[config.mk]
export PLATFORM = sky130hd
export DESIGN_NAME = note_scheduler
export DESIGN_NICKNAME = d
export VERILOG_FILES = /design/src/rtl/note_scheduler.sv
export SDC_FILE = /design/constraint.sdc
export NUM_CORES = 1
export LEC_CHECK = 0
export ABC_CLOCK_PERIOD_IN_PS = 3170
export CAP_MARGIN = 0
export CORE_MARGIN = 4
export CORE_UTILIZATION = 45
export DETAILED_ROUTE_END_ITERATION = 6
export GPL_TIMING_DRIVEN = 0
export PLACE_DENSITY = 0.81
export SYNTH_ARGS = -nofsm -noshare
export SYNTH_HDL_FRONTEND = slang
export SYNTH_SLANG_ARGS = --single-unit
export TNS_END_PERCENT = 20
[constraint.sdc]
create_clock -name clk -period 3.17 [get_ports clk]
set_input_delay 0.317 -clock clk [delete_from_list [all_inputs] [get_ports clk]]
set_output_delay 0.317 -clock clk [all_outputs]
set_load 0.02 [all_outputs]
[src/rtl/note_scheduler.sv]
// Buzzer note scheduler: free play from a one-hot switch note, or autoplay of a
// song ROM (note, beats) with a timed silence between notes.
module note_scheduler #(
   parameter int TICK_DIV = 100000,
   parameter int BEAT_MS  = 250,
   parameter int GAP_MS   = 20
) (
   input  logic        clk,
   input  logic        rst,
   input  logic        mode_auto,
   input  logic        start,
   input  logic        stop,
   input  logic [20:0] manual_note,
   output logic [7:0]  song_addr,
   input  logic [4:0]  song_note,
   input  logic [3:0]  song_dur,
   output logic [20:0] buzzer_note,
   output logic        busy,
   output logic        done
);

   localparam int TICK_W = (TICK_DIV > 1) ? $clog2(TICK_DIV) : 1;
   localparam int MS_MAX = (BEAT_MS > GAP_MS) ? BEAT_MS : GAP_MS;
   localparam int MS_W   = (MS_MAX > 1) ? $clog2(MS_MAX) : 1;
   localparam logic [TICK_W-1:0] TICK_LAST = TICK_W'(TICK_DIV - 1);
   localparam logic [MS_W-1:0]   BEAT_LAST = MS_W'(BEAT_MS - 1);
   localparam logic [MS_W-1:0]   GAP_LAST  = MS_W'(GAP_MS - 1);

   typedef enum logic [2:0] {IDLE, FETCH, LATCH, PLAY, GAP, DONE} StateT;

   StateT             r_state;
   StateT             w_nextState;
   logic [TICK_W-1:0] r_tickCnt;
   logic [MS_W-1:0]   r_msCnt;
   logic [3:0]        r_beatCnt;
   logic [4:0]        r_note;
   logic [3:0]        r_dur;
   logic [7:0]        r_songAddr;
   logic [20:0]       r_buzzer;
   logic [20:0]       w_buzzerNext;
   logic              w_msTick;
   logic              w_inSong;
   logic              w_manualOneHot;

   function automatic logic [20:0] noteOneHot(input logic [4:0] idx);
      if (idx >= 5'd1 && idx <= 5'd21)
         return 21'd1 << (idx - 5'd1);
      return '0;
   endfunction

   assign w_msTick       = (r_tickCnt == TICK_LAST);
   assign w_inSong       = (r_state inside {FETCH, LATCH, PLAY, GAP});
   assign w_manualOneHot = (manual_note != '0) && ((manual_note & (manual_note - 21'd1)) == '0);
   assign song_addr      = r_songAddr;
   assign buzzer_note    = r_buzzer;

   always_ff @(posedge clk or posedge rst) begin
      if (rst)
         r_tickCnt <= '0;
      else if (w_msTick)
         r_tickCnt <= '0;
      else
         r_tickCnt <= r_tickCnt + TICK_W'(1);
   end

   always_ff @(posedge clk or posedge rst) begin
      if (rst)
         r_state <= IDLE;
      else
         r_state <= w_nextState;
   end

   always_comb begin
      w_nextState = r_state;
      case (r_state)
         IDLE:  if (start && mode_auto && !stop) w_nextState = FETCH;
         FETCH: w_nextState = LATCH;
         LATCH: w_nextState = (song_dur == 4'd0) ? DONE : PLAY;
         PLAY:  if (w_msTick && r_msCnt == BEAT_LAST && r_beatCnt == r_dur - 4'd1)
                   w_nextState = GAP;
         GAP:   if (w_msTick && r_msCnt == GAP_LAST)
                   w_nextState = (r_songAddr == 8'hFF) ? DONE : FETCH;
         DONE:  w_nextState = IDLE;
         default: w_nextState = IDLE;
      endcase
      if (w_inSong && (stop || !mode_auto))
         w_nextState = IDLE;
   end

   // The buzzer register follows the next state, so it lines up with PLAY exactly.
   always_comb begin
      busy         = w_inSong;
      done         = (r_state == DONE);
      w_buzzerNext = '0;
      if (w_nextState == PLAY)
         w_buzzerNext = noteOneHot((r_state == LATCH) ? song_note : r_note);
      else if (r_state == IDLE && w_nextState == IDLE && !mode_auto && w_manualOneHot)
         w_buzzerNext = manual_note;
   end

   always_ff @(posedge clk or posedge rst) begin
      if (rst)
         r_buzzer <= '0;
      else
         r_buzzer <= w_buzzerNext;
   end

   always_ff @(posedge clk or posedge rst) begin
      if (rst) begin
         r_note <= '0;
         r_dur  <= '0;
      end else if (r_state == LATCH) begin
         r_note <= song_note;
         r_dur  <= song_dur;
      end
   end

   // Counters restart on every state change; PLAY rolls ms into beats.
   always_ff @(posedge clk or posedge rst) begin
      if (rst) begin
         r_msCnt   <= '0;
         r_beatCnt <= '0;
      end else if (w_nextState != r_state) begin
         r_msCnt   <= '0;
         r_beatCnt <= '0;
      end else if (w_msTick && (r_state == PLAY || r_state == GAP)) begin
         if (r_state == PLAY && r_msCnt == BEAT_LAST) begin
            r_msCnt   <= '0;
            r_beatCnt <= r_beatCnt + 4'd1;
         end else begin
            r_msCnt <= r_msCnt + MS_W'(1);
         end
      end
   end

   always_ff @(posedge clk or posedge rst) begin
      if (rst)
         r_songAddr <= '0;
      else if (r_state == GAP && w_nextState == FETCH)
         r_songAddr <= r_songAddr + 8'd1;
      else if (w_nextState == IDLE || r_state == IDLE)
         r_songAddr <= '0;
   end

endmodule

; Yosys cells after proc, flatten, opt, wreduce, memory -nomap -nowiden
; Index checks and enable logic that the tools add are counted.
[op_classes]
add_sub_neg = 7
order_cmp = 2
eq_ne = 13
shifts = 1
mux = 23
bitwise_logic = 1
reduce_logical = 29
[ops]
columns = cell, n
row1 = $mux 21, 4
row2 = $mux 8, 5
row3 = $and 21x21->21, 1
row4 = $logic_not 21->1, 1
row5 = $reduce_bool 21->1, 1
row6 = $shl 1x5->21 const A, 1
row7 = $sub 21x1->21 const B, 1
row8 = $mux 3, 6
row9 = $add 17x1->17 const B, 1
row10 = $eq 17x17->1 const B, 1
row11 = $mux 17, 1
row12 = $add 8x1->8 const B, 2
row13 = $eq 8x8->1 const B, 2
row14 = $pmux 3 s5, 1
row15 = $logic_and 1x1->1, 14
row16 = $mux 4, 3
row17 = $eq 3x2->1 const B, 3
row18 = $eq 8x5->1 const B, 1
row19 = $eq 3x1->1 const B, 2
row20 = $eq 3x3->1 const B, 2
row21 = $logic_not 3->1, 2
row22 = $reduce_bool 2->1, 3
row23 = $ge 5x1->1 const B, 1
row24 = $le 5x5->1 const B, 1
row25 = other kinds (12), 16
[totals]
reg_bits = 70

; Depth between registers and ports, before layout
[logic_depth]
depth_word = 12
mapped_depth = 10
mapped_depth_nobuf = 9

; Least setup slack after synthesis
; Ideal clock, no wire load.
[synth_timing]
path_type = reg-to-reg
from = register r_tickCnt[0]
to = register r_msCnt[4]
t_arrival_ns = 2.630
required_ns = 3.104
setup_slack_ns = 0.474
path_stages_with_launch = 10
path_cell_list = dfrtp_1 > ha_1 > and4_1 > and4_4 > and4_4 > o311a_1 > or3_1 > buf_2 > or4_1 > nand2_1
[synth_between]
elab_chain_len = 8
word_cells_on_any_way = 12
cone_classes = eq/ne (2) / mux (5) / reduce/logical (5)
[synth_rtl]
columns = item, line_no
row1 = "start, declared", 33  ; logic [TICK_W-1:0] r_tickCnt;
row2 = "start signal, assigned", 63  ; r_tickCnt <= r_tickCnt + TICK_W'(1);
row3 = $eq 17x17->1 *, 51  ; assign w_msTick = (r_tickCnt == TICK_LAST);
row4 = $logic_and 1x1->1 (2 in a row), 79  ; PLAY: if (w_msTick && r_msCnt == BEAT_LAST && r_beatCnt == r_dur - 4'd1)
row5 = $mux 3, 79
row6 = $pmux 3 s5, 75  ; case (r_state)
row7 = $mux 3, 86  ; if (w_inSong && (stop || !mode_auto))
row8 = $ne 3x3->1, 123  ; end else if (w_nextState != r_state) begin
row9 = $mux 8 or $reduce_bool 2->1 (tied branches), n/a
row10 = "end signal, assigned", 131  ; r_msCnt <= r_msCnt + MS_W'(1);
row11 = "end, declared", 34  ; logic [MS_W-1:0] r_msCnt;
; Every way passes the cells marked *; elsewhere a longest branch is shown, timed or not.
; A chain may end at the register's enable or synchronous reset.

; Worst setup path in the final report
[layout_timing]
from = register r_state[1]
to = register r_buzzer[2], in the netlist buzzer_note[2]
[layout_between]
elab_chain_len = 10
word_cells_on_any_way = 29
cone_classes = add/sub (1) / order compare (2) / eq/ne (5) / shift (1) / mux (12) / reduce/logical (8)
[layout_rtl]
columns = item, line_no
row1 = "start, declared", 31  ; StateT r_state;
row2 = "start signal, assigned", 70  ; r_state <= w_nextState;
row3 = "parallel branches: the longest is 9 deep, another holds $ge 5x1->1", n/a
row4 = $mux 21 *, 95  ; if (w_nextState == PLAY)
row5 = via w_buzzerNext[2], 40  ; logic [20:0] w_buzzerNext;
row6 = "end signal, assigned", 105  ; r_buzzer <= w_buzzerNext;
row7 = "end, declared", 39  ; logic [20:0] r_buzzer;
; Mark *: on every way through the listed nets, which the timed path passes. The select of a mux whose other input is x is not followed.

==> summary.md <==
| Metric | Value |
|---|---|
| Number of flip-flops and latches in the synthesized netlist | 70 |
| Period utilization | 0.960 |
| Post-detailed-route wirelength per cell | 16.0 um |
| Total placed cells including tap cells | 549 |
| Shortest clock period the worst path allows after layout | 3040 ps |
| Post-synthesis average cell area | 9.80 um2 |
| Crit path cell chain | buf_2, nor3b_1, mux2i_1, inv_2, nor2_1, ha_1, and3_1, and2_1, a32o_1 |
| Number of antenna violations at the first check in global routing | 0 |
| Placed cell area | 4520 um2 |
| Areal power density over the cells | 447 nW/um2 |
| Root buffer cell | clkbuf_8 |
| Peak supply drop | 0.383 mV |
| Footprint of the multi-input gates | 1940 um2 |
| DRC Markers | 0 |
| Post-synthesis instance total | 382 |
| Buffer depth of the longest clock path | 2 |
| Tightest hold margin | 491 ps |
| Global route total overflow | 0 |
| First DRT Iteration DRCs | 256 |
| Syn. warnings | 0 |
| Number of violations of the max-capacitance limit | 0 |
| Count of port buffers added during placement | 65 |
| Finish-stage setup viols | 0 |
| Required time of the worst setup path | 3400 ps |
| Die area | 9840 um2 |
| Worst setup slack after layout | 126 ps |
| Crit path max-delay family | simple AND/OR/NAND/NOR gates |
| Final count of pins violating max slew | 0 |
| Depth of the CTS H-tree | 3 |
| Post-route insts no fill | 565 |
| Cell area after layout | 4770 um2 |
| Largest net degree at the start of global routing | 71 |
| Count of distinct cell types in the synthesized netlist | 53 |
| Seq. cell area | 1750 um2 |
| Half-perimeter wire length after placement | 6720 um |
| Ratio of cells with drive above 1 in the final layout | 0.0778 |
| TritonCTS clock tree | yes |
| Die span in x | 99.2 um |
| Total leakage power | 2.06 nW |
| Run status | completed |
| First-pass GRT wire length | 15400 um |
| Part of the total power dissipated in combinational logic | 0.187 |
| Sequential fraction of design power | 0.445 |
| Count of nets after finishing | 501 |
| Area growth from synthesis to final layout | 27.5% |
| Top-level port count | 66 |
| Total Power Consumption | 2.13 mW |
| Worst setup slack after placement | -206 ps |
| Proportion of synthesized chip area in sequential cells | 0.468 |
| Kind of end point of the critical path | flop |
| Critical Path Slowest Stage Cell | mux2i_1 |
| Initial standard-cell utilization of the core | 0.474 |
| Count of antenna diodes in the layout | 0 |
| Vias per std cell | 5.77 |
| Detail Route Antenna Nets | 0 |
| Insertion delay to the later sink of the worst-skew pair | 350 ps |
| Wire length reported by the detailed router | 9060 um |
| Count of cells along the worst register-to-register path | 9 |
| Post-synthesis async set-or-reset flop share | 1.00 |
| Fill cells | 638 |
| Largest driver fanout on the critical path | 9 |
| Critical path launch point type | flop |
| Switching power total | 585 uW |
| Internal portion of total power | 1.55 mW |
| Delay contributed by the slowest stage of the critical path | 650 ps |
| Total Neg Setup Slack | 0 ps |
| Transition at the pin with the smallest max-transition slack | 1110 ps |
| Hold violation count in the final report | 0 |
| Arrival time worst endpoint | 3280 ps |
| Clock tree sinks | 70 |
| Buf/Inv on CP | 2 |
| Detailed Routing Iterations Pass 1 | 6 |
| Relative slew margins | 0.256 |
| Routability-driven placement congestion ratio | 0.871 |
| Number of global-route vias before repair | 3147 |
| Tightest Hold Check Type | primary input to async pin |
| Number of synthesized flops with an enable pin | 0 |
| Clock skew after layout | 16.2 ps |
| GRT Overall Usage | 0.193 |
| Achievable Freq | 329 MHz |
| Total number of vias | 3259 |
| Worst path depth | 9 |
| Register clock-pin slew on the reported worst setup and hold paths | 80 ps |
| Most used flip-flop cell after synthesis | dfrtp_1 |
| Kind of critical path | flop to flop |
| Floorplan die height | 99.2 um |
| Core area | 7890 um2 |
| Cell area after technology mapping | 3740 um2 |
| Clock power frac | 0.368 |
| Net Count, Synth | 425 |
| Number of buffers created by CTS | 9 |
| Layout Utilization | 0.605 |
| Standard-cell rows | 32 |
| Share of total power consumed by net switching | 0.275 |
-- cell usage in the layout, fill, tap and decap left out, types with 3 or more instances in the layout --
cell             count
nor2_1              35
nor4b_1              3
o21a_1               7
or3_1                7
a21oi_1             18
inv_1               10
mux2i_1              5
clkdlybuf4s50_1     65
nand3_1             15
xor2_1              15
a32o_1               6
dfrtp_1             70
a211oi_1             5
nor4_1               7
buf_2                3
o2bb2ai_1            6
nor3b_1              3
o211ai_1             3
and2_1               4
xnor2_1             13
nor2b_1              3
maj3_1               3
and3_1              11
nand2b_1             4
nor3_1              14
nand4_1              8
or4_1                3
a22o_1               8
ha_1                 8
clkbuf_1             5
clkbuf_8            10
mux2_2               3
o21ai_0             16
nand2_1             29
-- Yosys cell counts (all sizes together), types with 2 or more instances --
library cell / number / area share
a32o: 6 / 0.016
and4: 4 / 0.011
nor2: 35 / 0.035
a21oi: 18 / 0.024
a211oi: 5 / 0.010
a22o: 8 / 0.019
or2: 2 / 0.0033
ha: 8 / 0.027
nand4: 8 / 0.013
maj3: 3 / 0.0080
and3: 11 / 0.018
mux2i: 6 / 0.016
a31o: 2 / 0.0047
a31oi: 2 / 0.0033
xnor2: 13 / 0.030
nand2: 29 / 0.029
inv: 12 / 0.012
o21ai: 16 / 0.021
or4: 3 / 0.0060
or3: 7 / 0.012
clkbuf: 3 / 0.0030
o211ai: 3 / 0.0060
nor4: 9 / 0.015
buf: 5 / 0.0074
dfrtp: 70 / 0.47
nand3: 15 / 0.020
nand2b: 4 / 0.0067
and2: 5 / 0.0084
o21a: 7 / 0.014
nor4b: 3 / 0.0070
a21boi: 2 / 0.0040
o2bb2ai: 6 / 0.014
o31ai: 2 / 0.0040
nor2b: 3 / 0.0050
nand3b: 2 / 0.0040
nor3: 15 / 0.021
mux2: 3 / 0.0090
nor3b: 3 / 0.0060
xor2: 15 / 0.035
-- area by class of cell --
type                            count  area share
Multi-Input combinational cell    292       0.406
Tap cell                          102      0.0267
Sequential cell                    70       0.367
Buffer                              8     0.00865
Timing Repair Buffer               65       0.136
Inverter                           12     0.00996
Clock buffer                       12      0.0304
Clock inverter                      4      0.0147
-- repair_timing --
action | CTS | global route
hold buffers | 0 | 0
hold endpoints to repair | 0 | 0
setup buffers | 0 | 0
resized for setup | 0 | 6
setup endpoints to repair | 0 | 20
-- worst paths after layout --
path                       slack [ps]                    from                  endpoint
setup / recovery                  130    r_state[1]$_DFF_PP0_  buzzer_note[2]$_DFF_PP0_
hold / removal                    490                     rst    r_msCnt[5]$_DFFE_PP0P_
setup reg to reg                  130    r_state[1]$_DFF_PP0_  buzzer_note[2]$_DFF_PP0_
hold reg to reg                   490  r_tickCnt[0]$_DFF_PP0_    r_tickCnt[0]$_DFF_PP0_
max in group asynchronous        2150                     rst       r_note[4]$_DFF_PP0_
min in group clk                  490  r_tickCnt[0]$_DFF_PP0_    r_tickCnt[0]$_DFF_PP0_
-- cells by family after synthesis --
kind of cell               synth area share
muxes                                0.0251
AOI/OAI and AO/OA                     0.160
adders and majority gates            0.0348
DFF                                   0.468
and+or+nand+nor                       0.224
buffers and inverters                0.0224
xor gates and xnor gates             0.0655
-- metal layers --
metal / vias up / part of all wire / GRT usage
met2: 102 / 0.49 / 0.299
met1: 1580 / 0.44 / 0.261
li1: 1564 / - / -
met5: - / 0 / 0
met3: 13 / 0.050 / 0.0407
met4: 0 / 0.021 / 0.0840
-- sequential cells by signal, indices dropped and copies added (netlist names) --
| signal | flops |
|---|---|
| r_dur | 4 |
| r_note | 5 |
| r_msCnt | 8 |
| buzzer_note | 21 |
| r_state | 3 |
| song_addr | 8 |
| r_beatCnt | 4 |
| r_tickCnt | 17 |
-- power by group through the flow --
stage          sequential [mW]  combinational [mW]  clock, mW
2_1_floorplan            0.961               0.249          0
3_3_place_gp             0.964               0.370          0
3_5_place_dp             0.965               0.374          0
4_1_cts                  0.947               0.378      0.795
5_1_grt                  0.952               0.439      0.841
6_report                 0.949               0.398      0.784
No activity file was read; power rests on OpenSTA's default activity.
